`config.mk`:
```
export PLATFORM = sky130hd
export DESIGN_NAME = pix_clk_ctrl
export DESIGN_NICKNAME = d
export VERILOG_FILES = /design/src/rtl/pix_clk_ctrl.sv
export SDC_FILE = /design/constraint.sdc
export NUM_CORES = 1
export LEC_CHECK = 0
export ABC_AREA = 1
export BUFFER_PORTS_ARGS = -buffer_cell sky130_fd_sc_hd__buf_2
export CORE_MARGIN = 1
export CORE_UTILIZATION = 50
export DETAILED_ROUTE_END_ITERATION = 10
export PLACE_DENSITY = 0.73
export SYNTH_ARGS = -nofsm -noshare
export SYNTH_HDL_FRONTEND = slang
export SYNTH_SLANG_ARGS = --single-unit
```
`constraint.sdc`:
```
create_clock -name clk -period 2.4 [get_ports clk]
set_input_delay 0.36 -clock clk [delete_from_list [all_inputs] [get_ports clk]]
set_output_delay 0.36 -clock clk [all_outputs]
set_load 0.01 [all_outputs]
```
`src/rtl/pix_clk_ctrl.sv`:
```
// pix_clk_ctrl: sequences runtime changes of the pixel-rate numerator (freq)
// fed to the fractional clock-enable generator. A new rate is accepted by
// valid/ready handshake and range-checked. The change then waits for a frame
// boundary (or a timeout) and blanks the video path while the pipeline drains.
// It applies the new freq and holds blank until the enable pulses have settled.
module pix_clk_ctrl #(
    parameter int INPUT_FREQ     = 125,
    parameter int INPUT_WIDTH    = 8,
    parameter int DEFAULT_FREQ   = 25,
    parameter int DRAIN_CYCLES   = 4,
    parameter int SETTLE_PULSES  = 2,
    parameter int TIMEOUT_CYCLES = 1048576
) (
    input  logic                   clk,
    input  logic                   rst,
    input  logic                   req_valid,
    input  logic [INPUT_WIDTH-1:0] req_freq,
    output logic                   req_ready,
    input  logic                   frame_end,
    input  logic                   en,
    output logic [INPUT_WIDTH-1:0] freq_out,
    output logic                   blank,
    output logic                   busy,
    output logic                   done,
    output logic                   err,
    output logic                   timeout
);

    localparam int TMO_W    = (TIMEOUT_CYCLES > 1) ? $clog2(TIMEOUT_CYCLES) : 1;
    localparam int DRAIN_W  = (DRAIN_CYCLES > 1) ? $clog2(DRAIN_CYCLES) : 1;
    localparam int SETTLE_W = (SETTLE_PULSES > 1) ? $clog2(SETTLE_PULSES) : 1;

    localparam logic [INPUT_WIDTH-1:0] MAX_FREQ    = INPUT_WIDTH'(INPUT_FREQ);
    localparam logic [INPUT_WIDTH-1:0] DEF_FREQ    = INPUT_WIDTH'(DEFAULT_FREQ);
    localparam logic [TMO_W-1:0]       TMO_LAST    = TMO_W'(TIMEOUT_CYCLES - 1);
    localparam logic [DRAIN_W-1:0]     DRAIN_LAST  = DRAIN_W'(DRAIN_CYCLES - 1);
    localparam logic [SETTLE_W-1:0]    SETTLE_LAST = SETTLE_W'(SETTLE_PULSES - 1);

    typedef enum logic [2:0] {
        IDLE,
        WAIT_FRAME,
        DRAIN,
        APPLY,
        SETTLE
    } state_t;

    state_t                 state_q, state_d;
    logic [INPUT_WIDTH-1:0] freq_out_q, freq_out_d;
    logic [INPUT_WIDTH-1:0] pending_q, pending_d;
    logic [TMO_W-1:0]       tmo_cnt_q, tmo_cnt_d;
    logic [DRAIN_W-1:0]     drain_cnt_q, drain_cnt_d;
    logic [SETTLE_W-1:0]    settle_cnt_q, settle_cnt_d;
    logic                   reset_settle_q, reset_settle_d;
    logic                   blank_q, blank_d;
    logic                   done_q, done_d;
    logic                   err_q, err_d;
    logic                   timeout_q, timeout_d;

    // Next-state and registered-output logic for the rate-change sequencer;
    // the settle after reset is flagged so it completes without a done pulse.
    always_comb begin
        state_d        = state_q;
        freq_out_d     = freq_out_q;
        pending_d      = pending_q;
        tmo_cnt_d      = tmo_cnt_q;
        drain_cnt_d    = drain_cnt_q;
        settle_cnt_d   = settle_cnt_q;
        reset_settle_d = reset_settle_q;
        done_d         = 1'b0;
        err_d          = 1'b0;
        timeout_d      = 1'b0;

        case (state_q)
            IDLE: begin
                if (req_valid) begin
                    if (req_freq == '0 || req_freq > MAX_FREQ) begin
                        err_d = 1'b1;
                    end else if (req_freq == freq_out_q) begin
                        done_d = 1'b1;
                    end else begin
                        pending_d = req_freq;
                        tmo_cnt_d = '0;
                        state_d   = WAIT_FRAME;
                    end
                end
            end
            WAIT_FRAME: begin
                if (frame_end) begin
                    drain_cnt_d = '0;
                    state_d     = DRAIN;
                end else if (tmo_cnt_q == TMO_LAST) begin
                    timeout_d   = 1'b1;
                    drain_cnt_d = '0;
                    state_d     = DRAIN;
                end else begin
                    tmo_cnt_d = tmo_cnt_q + TMO_W'(1);
                end
            end
            DRAIN: begin
                if (drain_cnt_q == DRAIN_LAST) begin
                    state_d = APPLY;
                end else begin
                    drain_cnt_d = drain_cnt_q + DRAIN_W'(1);
                end
            end
            APPLY: begin
                freq_out_d     = pending_q;
                settle_cnt_d   = '0;
                reset_settle_d = 1'b0;
                state_d        = SETTLE;
            end
            SETTLE: begin
                if (en) begin
                    if (settle_cnt_q == SETTLE_LAST) begin
                        done_d         = ~reset_settle_q;
                        reset_settle_d = 1'b0;
                        state_d        = IDLE;
                    end else begin
                        settle_cnt_d = settle_cnt_q + SETTLE_W'(1);
                    end
                end
            end
            default: begin
                state_d = IDLE;
            end
        endcase

        blank_d = (state_d == DRAIN) || (state_d == APPLY) || (state_d == SETTLE);
    end

    // State and output registers; reset lands in SETTLE with blank held.
    always_ff @(posedge clk or posedge rst) begin
        if (rst) begin
            state_q        <= SETTLE;
            freq_out_q     <= DEF_FREQ;
            pending_q      <= DEF_FREQ;
            tmo_cnt_q      <= '0;
            drain_cnt_q    <= '0;
            settle_cnt_q   <= '0;
            reset_settle_q <= 1'b1;
            blank_q        <= 1'b1;
            done_q         <= 1'b0;
            err_q          <= 1'b0;
            timeout_q      <= 1'b0;
        end else begin
            state_q        <= state_d;
            freq_out_q     <= freq_out_d;
            pending_q      <= pending_d;
            tmo_cnt_q      <= tmo_cnt_d;
            drain_cnt_q    <= drain_cnt_d;
            settle_cnt_q   <= settle_cnt_d;
            reset_settle_q <= reset_settle_d;
            blank_q        <= blank_d;
            done_q         <= done_d;
            err_q          <= err_d;
            timeout_q      <= timeout_d;
        end
    end

    assign req_ready = (state_q == IDLE);
    assign busy      = (state_q != IDLE);
    assign freq_out  = freq_out_q;
    assign blank     = blank_q;
    assign done      = done_q;
    assign err       = err_q;
    assign timeout   = timeout_q;

endmodule
```
==> summary.md <==
Yosys mapped a number of flops with a built-in enable equal to 0. Synthesized net count: 383. The post-route minimum period came out at 2.00 ns.

CTS built an H-tree with a depth of 2. The first global-routing pass estimated 9770 um of wire. Data on the critical path arrives at its endpoint at 2.25 ns. The sort of element at the end of the critical path is a flip-flop.

The final worst slack is 0.402 ns, and the initial cell density of the core is 0.522. The total core area is 5110 um^2. The max-slew violation count was 0. Among all flip-flop cells after synthesis, the most frequent one is dfrtp_1.

The final critical-path share of the clock period works out to 0.833. The floorplan step defined a die boundary enclosing 5630 um^2. In this run the horizontal extent of the chip is 75.0 um. The netlist uses 30 different library cells. The worst setup path is launched from a flip-flop.

The tools report the post-synthesis instance total as 368. Before CTS, the worst setup slack after placement is 0.387 ns. Combinational family with the most area after synthesis: simple AND/OR/NAND/NOR gates. The slowest stage of the critical path belongs to the cell nor2_1. 0 antenna diodes ended up in the layout. Power spread over the standard cell area amounts to 868 nW/um^2. The die is 75.0 um tall. The total via count after detailed routing was 2300; the register bit count reported by yosys was 47. Setup violations remaining at the end of the flow were counted as 0. The post-detailed-route wirelength per cell came out at 12.0 um. Transition time of the tightest slew-check pin: 0.684 ns. The logs give 2.58 mW for the total power and 4 for the number of search-and-repair iterations in the first detailed-routing pass. Ranked by total cell area, the synthesized netlist is headed by dfrtp_1 36%, nand2_1 21%, dfstp_2 8.9%, nor2_1 7.0%, xnor2_1 4.3%. The mean instance size in the synthesized netlist is 7.24 um^2.

The tools report the total routing usage reported by global routing as 0.231. The cell area after technology mapping was 2670 um^2. The highest ir drop seen on vdd is 0.000481 V, and the DRC violation count after routing is 0. The biggest area contributor in the post-synthesis netlist is dfrtp_1. The arithmetic-cell share of the synthesized area counting full adders, half adders and majority gates is 0.00939, and the post-route worst hold slack is 0.0688 ns.

The run gives 0.446 as the part of the Yosys area used for sequential elements. Walking the worst path, the cells encountered are ha_1 -> inv_2 -> nor2_4 -> nand2_4 -> nor2_4 -> nand2_2 -> a21oi_1 -> nor2_1 -> nand2_1 -> nand2_1. In the routed layout, each cell is associated on average with a via count of 4.91. Entering global routing, the biggest net connects 48 pins. The total placed cells including tap cells was 460. Violation count after the first detailed-routing iteration: 120.

The worst register-to-register path ends at tmo_cnt_q[18]. Excluding fillers, the count of instances in the completed layout stands at 468. The tools report the final instance area as 2970 um^2.

The proportion of netlist area held by the largest area contributor was 0.357. The startpoint identified for the worst register-to-register timing path is tmo_cnt_q[0]. The run gives 0.543 as the headroom to the max-slew limit. The deepest clock path buffer count came out at 2. The max-capacitance violation count was 0; the total negative setup slack was 0 ns. After detailed placement, the total cell area comes to 2870 um^2. Along the worst path, the maximum fanout reaches 11. In this run the worst hold path is classified as in2async.

In this run, post-CTS hold repair placed 0 buffers. The initialized floorplan defines 26 standard-cell rows. After clock tree synthesis, the clock-pin slew on the worst setup and hold paths is 0.09 ns. The remaining global-route overflow was 0.

TritonCTS built the clock tree. From synthesis to final layout, the design area changed by 11.5%. The post-synthesis mux area share was 0; the HPWL after detailed placement was 4120 um. Number of hold-slack violations in the final timing report: 0. The number of antenna violations at the first check in global routing came out at 0. The required time of the critical path is 2.65 ns. The count of fill cells added during filler insertion was 506; the xor-xnor portion of the synthesized cell area was 0.0592. During synthesis, Yosys emitted a total of 0 warnings. For the net count of the finished layout, the log shows 412. The flow ran to the end, and the final reports show no timing, DRC or antenna violations. The share of final-layout standard cells stronger than drive strength 1 was 0.148; the routed wire length was 5630 um. The number of primary I/O pins was 27. For this design the static power due to leakage is 1.44 nW.

After clock tree synthesis, the setup repair step added 0 buffers. The tools report the clock sink total as 47. The root buffer cell chosen for the clock tree is clkbuf_8. The commonest cells after synthesis are 147 x nand2_1, 50 x nor2_1, 38 x dfrtp_1. The type of the worst setup path is reg2reg.

The depth of the worst register-to-register path was 10; the placer's final routability congestion estimate was 0.891. On the worst path, the slowest cell contributes a delay of 0.55 ns. The post-cts repair resize count is 0, and the core utilization of the finished layout is 0.582. The fraction of the mapped netlist area in compound gates was 0.0418. The synthesized-area fraction occupied by and/or/nand/nor cells works out to 0.384. The run gives 0.0153 ns as the largest clock skew in the final design.

For this run, the top clock speed supported by timing is 500 MHz. The run gives 2127 as the number of global-route vias before repair. At the later pin of the worst-skew pair, clock insertion delay measures 0.31 ns.

The share of synthesized flip-flops with an asynchronous set or reset works out to 1.00. The count of nets left with antenna violations after detail routing is 0, and the number of CTS-inserted buffers is 5. Setup repair after global routing left no endpoint under its margin. Setup slack of the worst register-to-register path: 0.40 ns. The count of input and output buffers was 26. By instance count, the leading cell after synthesis is nand2_1.
## sequential cells by signal, indices dropped and copies added (netlist names)
signal and flops:
timeout 1, err 1, done 1, state_q 3, pending_q 8, reset_settle_q 1, freq_out 8, blank 1
settle_cnt_q 1, tmo_cnt_q 20, drain_cnt_q 2
## cell usage in the layout, fill, tap and decap left out, types with 8 or more instances in the layout
cell type  netlist  routed
dfrtp_1         38      38
nor2_1          50      50
inv_1           29      28
dfstp_2          9       9
nand3_1         22      22
nor3_1           8       8
xnor2_1         13      13
o21ai_0         12      12
buf_2            2      26
nand2_1        147     147
## cell type report
| type | instances | area, um^2 | area share |
|---|---|---|---|
| Clock buffer | 5 | 68.8 | 0.0232 |
| Clock inverter | 3 | 27.5 | 0.00927 |
| Sequential cell | 47 | 1190 | 0.400 |
| Multi-Input combinational cell | 283 | 1320 | 0.444 |
| Inverter | 31 | 116 | 0.0392 |
| Timing Repair Buffer | 29 | 165 | 0.0556 |
| Tap cell | 70 | 87.6 | 0.0295 |
## report_power, final
part           total (mW)  switching, mW  internal [mW]
combinational       0.907          0.605          0.302
clock               0.516          0.300          0.216
sequential           1.16          0.130           1.03
## cell families after synthesis
logic type / Yosys count
flops: 47
fa+ha+maj: 2
xor+xnor: 18
buf+inv: 38
simple gates: 243
compound gates: 20
## worst max-delay path, delay by kind of cell, from the launching register on
family | cells | cell delay, ns
simple gates | 7 | 1.02
fa+ha+maj | 1 | 0.30
flops | 1 | 0.46
compound gates | 1 | 0.06
buf+inv | 1 | 0.10
## metal layers
| layer | share of wire | vias up | global-route usage |
|---|---|---|---|
| li1 | - | 1195 | - |
| met1 | 0.48 | 1069 | 0.301 |
| met2 | 0.48 | 32 | 0.389 |
| met3 | 0.029 | 4 | 0.0442 |
| met4 | 0.012 | 0 | 0.0692 |
| met5 | 0 | - | 0 |
## worst max-delay path by stage
| stage | from | endpoint | slack, ns | cells past startpoint |
|---|---|---|---|---|
| after floorplan | tmo_cnt_q[0] | tmo_cnt_q[18] | 0.71 | 11 |
| after global placement | tmo_cnt_q[0] | tmo_cnt_q[0] | 0.48 | 10 |
| after detailed placement | tmo_cnt_q[0] | tmo_cnt_q[10] | 0.39 | 10 |
| after CTS | tmo_cnt_q[0] | tmo_cnt_q[10] | 0.36 | 10 |
| after global routing | tmo_cnt_q[0] | tmo_cnt_q[18] | 0.20 | 10 |
| final | tmo_cnt_q[0] | tmo_cnt_q[18] | 0.40 | 10 |
Note: power is estimated with default switching activity, not from simulation.
